<file path="config.mk">
export PLATFORM = sky130hd
export DESIGN_NAME = inertial_integrator_cal_flat
export DESIGN_NICKNAME = d
export VERILOG_FILES = /design/src/rtl/inertial_integrator_cal_pkg.sv /design/src/rtl/inertial_integrator_cal_if.sv /design/src/rtl/inertial_integrator_cal_offset_cal.sv /design/src/rtl/inertial_integrator_cal.sv /design/src/flat_wrapper.sv
export SDC_FILE = /design/constraint.sdc
export NUM_CORES = 1
export LEC_CHECK = 0
export CAP_MARGIN = 15
export CORE_MARGIN = 5
export CORE_UTILIZATION = 55
export DETAILED_ROUTE_END_ITERATION = 6
export HOLD_SLACK_MARGIN = 0.1
export PLACE_DENSITY = 0.77
export SLEW_MARGIN = 20
export SYNTH_ARGS = -nofsm -noshare
export SYNTH_HDL_FRONTEND = slang
export SYNTH_SLANG_ARGS = --single-unit
</file>
<file path="constraint.sdc">
create_clock -name clk -period 19.34 [get_ports clk]
set_input_delay 3.868 -clock clk [delete_from_list [all_inputs] [get_ports clk]]
set_output_delay 3.868 -clock clk [all_outputs]
set_load 0.05 [all_outputs]
</file>
<file path="src/rtl/inertial_integrator_cal_pkg.sv">
// Shared types, default widths/constants and the saturating clamp for the
// calibrated pitch integrator.
package inertial_pkg;

  typedef enum logic [1:0] {CAL, RUN} integ_state_t;

  localparam int unsigned DEF_RT_W        = 16;
  localparam int unsigned DEF_INT_W       = 27;
  localparam int unsigned DEF_CAL_LOG2    = 8;
  localparam int unsigned DEF_FUSION_STEP = 1024;
  localparam int          DEF_AZ_GAIN     = 377;
  localparam int unsigned DEF_AZ_SHIFT    = 13;

  // Clamp a signed value to the range of a w-bit signed register.
  function automatic logic signed [63:0] sat_int(input logic signed [63:0] v,
                                                 input int unsigned w);
    logic signed [63:0] hi;
    logic signed [63:0] lo;
    hi = (64'sd1 <<< (w - 1)) - 64'sd1;
    lo = -(64'sd1 <<< (w - 1));
    if (v > hi)      sat_int = hi;
    else if (v < lo) sat_int = lo;
    else             sat_int = v;
  endfunction

endpackage

</file>
<file path="src/rtl/inertial_integrator_cal_if.sv">
// Sensor-side sample bus and fused-pitch result of the integrator.
interface inertial_integrator_cal_if
  import inertial_pkg::*;
#(
  parameter int unsigned RT_W = DEF_RT_W
) ();

  logic                   vld;
  logic signed [RT_W-1:0] ptch_rt;
  logic signed [RT_W-1:0] AZ;
  logic                   cal_start;
  logic                   fuse_en;
  logic signed [RT_W-1:0] ptch;
  logic                   ptch_vld;
  logic                   cal_done;

  modport master (output vld, ptch_rt, AZ, cal_start, fuse_en,
                  input  ptch, ptch_vld, cal_done);

  modport slave  (input  vld, ptch_rt, AZ, cal_start, fuse_en,
                  output ptch, ptch_vld, cal_done);

endinterface

</file>
<file path="src/rtl/inertial_integrator_cal_offset_cal.sv">
// Averages 2^CAL_LOG2 samples of rate and AZ into offsets; done_c marks the
// sample that completes the average.
module offset_cal
  import inertial_pkg::*;
#(
  parameter int unsigned RT_W     = DEF_RT_W,
  parameter int unsigned CAL_LOG2 = DEF_CAL_LOG2
) (
  input  logic                   clk,
  input  logic                   rst,
  input  logic                   clr,
  input  logic                   smp,
  input  logic signed [RT_W-1:0] ptch_rt,
  input  logic signed [RT_W-1:0] az,
  output logic signed [RT_W-1:0] rt_off,
  output logic signed [RT_W-1:0] az_off,
  output logic                   done_c
);

  localparam int unsigned SW    = RT_W + CAL_LOG2;
  localparam int unsigned CNT_W = CAL_LOG2 + 1;
  localparam logic [CNT_W-1:0] CNT_FULL = CNT_W'(2 ** CAL_LOG2);

  logic [CNT_W-1:0]     cnt;
  logic [CNT_W-1:0]     cnt_nx;
  logic signed [SW-1:0] sum_rt;
  logic signed [SW-1:0] sum_az;
  logic signed [SW-1:0] sum_rt_nx;
  logic signed [SW-1:0] sum_az_nx;

  always_comb begin
    cnt_nx    = cnt + CNT_W'(1);
    sum_rt_nx = sum_rt + SW'(ptch_rt);
    sum_az_nx = sum_az + SW'(az);
    done_c    = smp && (cnt_nx == CNT_FULL);
  end

  // Offsets survive a restart so RUN keeps its last good calibration.
  always_ff @(posedge clk) begin
    if (rst) begin
      cnt    <= '0;
      sum_rt <= '0;
      sum_az <= '0;
      rt_off <= '0;
      az_off <= '0;
    end else if (clr) begin
      cnt    <= '0;
      sum_rt <= '0;
      sum_az <= '0;
    end else if (done_c) begin
      cnt    <= '0;
      sum_rt <= '0;
      sum_az <= '0;
      rt_off <= RT_W'(sum_rt_nx >>> CAL_LOG2);
      az_off <= RT_W'(sum_az_nx >>> CAL_LOG2);
    end else if (smp) begin
      cnt    <= cnt_nx;
      sum_rt <= sum_rt_nx;
      sum_az <= sum_az_nx;
    end
  end

endmodule

</file>
<file path="src/rtl/inertial_integrator_cal.sv">
// Offset-compensated gyro integrator with leaky accelerometer fusion,
// saturating accumulator and on-chip offset calibration.
module inertial_integrator_cal
  import inertial_pkg::*;
#(
  parameter int unsigned RT_W        = DEF_RT_W,
  parameter int unsigned INT_W       = DEF_INT_W,
  parameter int unsigned CAL_LOG2    = DEF_CAL_LOG2,
  parameter int unsigned FUSION_STEP = DEF_FUSION_STEP,
  parameter int          AZ_GAIN     = DEF_AZ_GAIN,
  parameter int unsigned AZ_SHIFT    = DEF_AZ_SHIFT
) (
  input logic                 clk,
  input logic                 rst,
  inertial_integrator_cal_if.slave bus
);

  localparam int unsigned CW     = RT_W + 1;
  localparam int unsigned PROD_W = CW + 32;
  localparam int unsigned SUM_W  = INT_W + 2;
  localparam logic signed [SUM_W-1:0] STEP_S = SUM_W'(FUSION_STEP);

  integ_state_t             state;
  integ_state_t             state_nx;
  logic signed [RT_W-1:0]   rt_off;
  logic signed [RT_W-1:0]   az_off;
  logic                     cal_fin;
  logic                     smp_cal;
  logic                     smp_run;
  logic signed [INT_W-1:0]  ptch_int;
  logic signed [RT_W-1:0]   ptch_cur;
  logic signed [CW-1:0]     rt_comp;
  logic signed [CW-1:0]     az_comp;
  logic signed [PROD_W-1:0] acc_prod;
  logic signed [CW-1:0]     ptch_acc;
  logic signed [SUM_W-1:0]  fuse;
  logic signed [SUM_W-1:0]  sum;
  logic signed [INT_W-1:0]  sum_sat;

  // A same-cycle cal_start discards the sample in either state.
  assign smp_cal = bus.vld && !bus.cal_start && (state == CAL);
  assign smp_run = bus.vld && !bus.cal_start && (state == RUN);

  offset_cal #(
    .RT_W     (RT_W),
    .CAL_LOG2 (CAL_LOG2)
  ) u_cal (
    .clk     (clk),
    .rst     (rst),
    .clr     (bus.cal_start),
    .smp     (smp_cal),
    .ptch_rt (bus.ptch_rt),
    .az      (bus.AZ),
    .rt_off  (rt_off),
    .az_off  (az_off),
    .done_c  (cal_fin)
  );

  always_comb begin
    state_nx = state;
    if (bus.cal_start)                state_nx = CAL;
    else if (state == CAL && cal_fin) state_nx = RUN;
  end

  // Fusion compares against the pitch currently on the output.
  always_comb begin
    ptch_cur = $signed(ptch_int[INT_W-1 -: RT_W]);
    rt_comp  = CW'(bus.ptch_rt) - CW'(rt_off);
    az_comp  = CW'(bus.AZ) - CW'(az_off);
    acc_prod = PROD_W'(az_comp) * PROD_W'(AZ_GAIN);
    ptch_acc = CW'(acc_prod >>> AZ_SHIFT);
    fuse     = '0;
    if (bus.fuse_en) fuse = (ptch_acc > CW'(ptch_cur)) ? STEP_S : -STEP_S;
    sum      = SUM_W'(ptch_int) - SUM_W'(rt_comp) + fuse;
    sum_sat  = INT_W'(sat_int(64'(sum), INT_W));
  end

  always_ff @(posedge clk) begin
    if (rst) begin
      state        <= CAL;
      ptch_int     <= '0;
      bus.ptch_vld <= 1'b0;
      bus.cal_done <= 1'b0;
    end else begin
      state        <= state_nx;
      bus.ptch_vld <= smp_run;
      bus.cal_done <= (state_nx == RUN);
      if (bus.cal_start || (state == CAL && cal_fin)) ptch_int <= '0;
      else if (smp_run)                               ptch_int <= sum_sat;
    end
  end

  assign bus.ptch = ptch_int[INT_W-1 -: RT_W];

endmodule

</file>
<file path="src/flat_wrapper.sv">
// flat-port wrapper written by rule: the top's interface ports become plain ports
module inertial_integrator_cal_flat import inertial_pkg::*;
#(
  parameter int unsigned RT_W        = DEF_RT_W,
  parameter int unsigned INT_W       = DEF_INT_W,
  parameter int unsigned CAL_LOG2    = DEF_CAL_LOG2,
  parameter int unsigned FUSION_STEP = DEF_FUSION_STEP,
  parameter int          AZ_GAIN     = DEF_AZ_GAIN,
  parameter int unsigned AZ_SHIFT    = DEF_AZ_SHIFT
)
  (clk, rst, bus_vld, bus_ptch_rt, bus_AZ, bus_cal_start, bus_fuse_en, bus_ptch, bus_ptch_vld, bus_cal_done);
  inertial_integrator_cal_if #(.RT_W(RT_W)) bus_i ();
  input logic clk;
  input logic rst;
  input wire logic [$bits(bus_i.vld)-1:0] bus_vld;
  input wire logic [$bits(bus_i.ptch_rt)-1:0] bus_ptch_rt;
  input wire logic [$bits(bus_i.AZ)-1:0] bus_AZ;
  input wire logic [$bits(bus_i.cal_start)-1:0] bus_cal_start;
  input wire logic [$bits(bus_i.fuse_en)-1:0] bus_fuse_en;
  output wire logic [$bits(bus_i.ptch)-1:0] bus_ptch;
  output wire logic [$bits(bus_i.ptch_vld)-1:0] bus_ptch_vld;
  output wire logic [$bits(bus_i.cal_done)-1:0] bus_cal_done;
  assign bus_i.vld = bus_vld;
  assign bus_i.ptch_rt = bus_ptch_rt;
  assign bus_i.AZ = bus_AZ;
  assign bus_i.cal_start = bus_cal_start;
  assign bus_i.fuse_en = bus_fuse_en;
  assign bus_ptch = bus_i.ptch;
  assign bus_ptch_vld = bus_i.ptch_vld;
  assign bus_cal_done = bus_i.cal_done;
  inertial_integrator_cal #(.RT_W(RT_W), .INT_W(INT_W), .CAL_LOG2(CAL_LOG2), .FUSION_STEP(FUSION_STEP), .AZ_GAIN(AZ_GAIN), .AZ_SHIFT(AZ_SHIFT)) u_core (.clk(clk), .rst(rst), .bus(bus_i));
endmodule
</file>
==> results.txt <==
----------------------------------------------------
[Placement]
  DP HPWL ... approximately 24000 microns
  IO buf count ... 54
  Routability congestion estimate from global placement ... about 0.9
  Post-placement cell area ... between 10000 and 15000 sq um

[STA]
  Post-Route Skew ... between 0.009 and 0.01 ns
  Endpoints failing setup ... 0
  Pins over their slew limit ... 0
  Share of the clock period used by the worst path ... between 80 and 90%
  Top achievable clock speed ... approximately 60 MHz
  Actual slew at the worst max-slew pin ... around 1.1 ns
  Time the final worst path needs with I/O delays and setup ... about 17 ns
  Aggregate negative setup slack ... 0 ns
  Max_slew headroom ... 28.2%
  Number of hold violations in the final report ... 0
  RSZ-0062 raised after global routing ... no

[Global routing]
  Via count of the first global-routing pass ... around 11000
  Total congestion overflow ... 0
  Maximum number of pins on one net before global-route repair ... 81
  Total GRT Usage ... between 20% and 30%
  Wire length of the first global-routing pass ... between 50000 and 60000 microns
  Number of antenna violations at the first check in global routing ... 0

[Logic synthesis]
  Yosys reg bits ... 120
  Top cell type's share of synthesized area ... ~18%
  Number of flops mapped to enable cells by yosys ... 0
  Dominant synthesized flop cell ... dfxtp_1
  Most common cell in the synthesized netlist ... inv_1
  Sequential cell area fraction in the yosys report ... 17.7%
  Ranking of synthesized cells by instance count ... inv_1, ha_1, nand2_1, a21oi_1, dfxtp_1
  Number of different library cells in the post-synthesis netlist ... just under 80
  Leading area contributor after synthesis ... dfxtp_1
  Average instance area after synthesis ... between 8 and 9 sq um
  Post-Syn Area ... 13600 sq um
  Number of warnings reported in the yosys synthesis log ... 0
  Syn Nets ... about 2000
  Syn Inst Count ... between 1500 and 2000
  Cells taking the most area after synthesis ... dfxtp_1, ha_1, fa_1
  Share of flip-flops with an asynchronous set or reset ... 0%

[Cells and area]
  Net count of the finished layout ... 1975
  Post-Layout Inst Area ... around 15000 sq um
  Number of diodes ... 0
  Share of cells above drive strength 1 ... around 6%
  Area overhead of the layout relative to synthesis ... 9.99%

[Detailed routing]
  First-pass detailed-route iteration total ... 5
  Final ANT Viol Nets ... 0
  Number of DRC markers after the initial detailed-route iteration ... ~570
  Via/cell ratio ... roughly 5.6
  Overall via count from detail_route ... 11289
  Post-detailed-route wirelength per cell ... approximately 16 microns
  Final Routed Wirelength ... around 31000 microns
  Detailed-route DRC error count ... 0

[CTS]
  Clock transition at the registers of the reported paths ... around 0.06 ns
  CTS max path bufs ... 2
  Resized cells post-CTS ... 0
  Sinks on the clock net ... 120
  CTS tree ... done
  Post-cts hold buffer count ... 0
  Deepest level of the CTS H-tree ... 4
  Count of buffers added by post-CTS timing repair for setup ... 0
  Insertion delay of the later-clocked pin in the worst-skew pair ... about 0.42 ns
  Root buffer cell ... clkbuf_16
  TritonCTS Buffers ... 17

[Floorplan]
  Horizontal extent of the die ... between 150 and 200 microns
  Total die area ... about 28000 sq um
  Num rows ... 57
  Starting utilization of the core area ... a little under three fifths
  Die Span Y ... ~170 microns
  I/O pin total ... 55
  Standard cell core area ... about 24000 sq um

[Flow run]
  Max Cap Viol ... 0

[Critical path]
  Slowest-stage cell, CP ... o311ai_4
  Largest fanout on the critical path ... 16
  Most common cell on crit path ... ha_1
  Critical path launch point type ... input port
  Critical Path AT ... about 17 ns
  Critical Path Max Stage Delay ... approximately 0.63 ns
  Setup CP Type ... in -> reg
  Required arrival time at the worst endpoint ... approximately 20 ns
  Worst Setup End Kind ... register

[Min path]
  Path category of the worst min-delay check ... reg -> reg

[Run status]
  Run status ... completed

----------------------------------------------------
-- critical path: cells and delay by family --
kind | cells | cell delay (ns)
XOR/XNOR | 3 | 0.96
AND/OR/NAND/NOR | 11 | 1.67
buffers and inverters | 6 | 1.77
AO/OA/AOI/OAI | 17 | 4.04
adder cells (fa/ha/maj) | 11 | 4.53
-- sequential cells by signal, summed over array words and instances (netlist names) --
register / count
u_core.u_cal.sum_az: 24
u_core.u_cal.cnt: 9
u_core.ptch_int: 27
u_core.u_cal.rt_off: 16
u_core.bus.ptch_vld: 1
u_core.bus.cal_done: 1
u_core.u_cal.az_off: 16
u_core.u_cal.sum_rt: 24
u_core.state: 2
-- path summary, 6_finish.rpt --
kind	startpoint	endpoint	slack (ns)	depth (start not counted)
max	bus_AZ[1]	u_core.ptch_int[1]	2.73	48
min	u_core.u_cal.az_off[13]	u_core.u_cal.az_off[13]	0.45	2
max reg2reg	u_core.u_cal.az_off[1]	u_core.ptch_int[1]	6.23	48
min reg2reg	u_core.u_cal.az_off[13]	u_core.u_cal.az_off[13]	0.45	2
-- cell families after synthesis --
kind of cell | after synthesis | share of synthesized area [%]
flip-flops | 120 | 17.7
multiplexers | 9 | 0.665
XOR/XNOR | 99 | 6.51
buffers and inverters | 281 | 8.46
adder cells (fa/ha/maj) | 280 | 30.8
AND/OR/NAND/NOR | 463 | 16.0
AO/OA/AOI/OAI | 387 | 19.9
-- layer usage --
layer,wire length [microns],part of all wire [%],track usage (%),vias up
met2,14800,47,37.9,236
met5,0,0,0,-
met4,701,2.2,5.94,0
li1,-,-,-,5647
met1,14600,47,29.5,5359
met3,1240,3.9,3.51,47
-- layout make-up --
type / count / area (sq um)
multi-input combinational: 1238 / 10000
fill: 2101 / 9410
sequential: 120 / 2400
inverter: 222 / 833
timing repair buffer: 63 / 608
clock buffer: 19 / 453
tap: 324 / 405
clock inverter: 13 / 170
-- cells in the final DEF, fill, tap and decap left out, types with 14 or more instances in the layout --
cell             count
nor2_1             103
xnor2_1             61
nor2b_1             17
o21ai_0             54
clkdlybuf4s50_1     54
nand3_1             30
nand2b_1            14
a21o_1              33
a211oi_1            18
fa_1                90
xor2_1              37
o21a_1              27
inv_1              221
nor3_1              29
dfxtp_1            120
a21oi_1            141
a221oi_2            20
or3_1               15
nand4_1             15
nand2_1            183
ha_1               186
clkbuf_16           17
-- stage by stage --
stage | utilization (%) | setup slack [ns] | std cells | hold slack (ns)
final | 61.3 | 2.73 | 1999 | 0.449
after global routing | 61.3 | 2.03 | 1999 | 0.473
after CTS | 61.3 | 2.80 | 1999 | 0.451
after detailed placement | 58.7 | 2.39 | 1967 | 0.443
after global placement | 58.7 | 2.71 | 1967 | 0.440
after floorplan | - | 3.16 | 1639 | 0.407
Power is left out: the tool's default activity adds up to more than one toggle a clock period on the data nets, which glitch-free logic cannot reach.
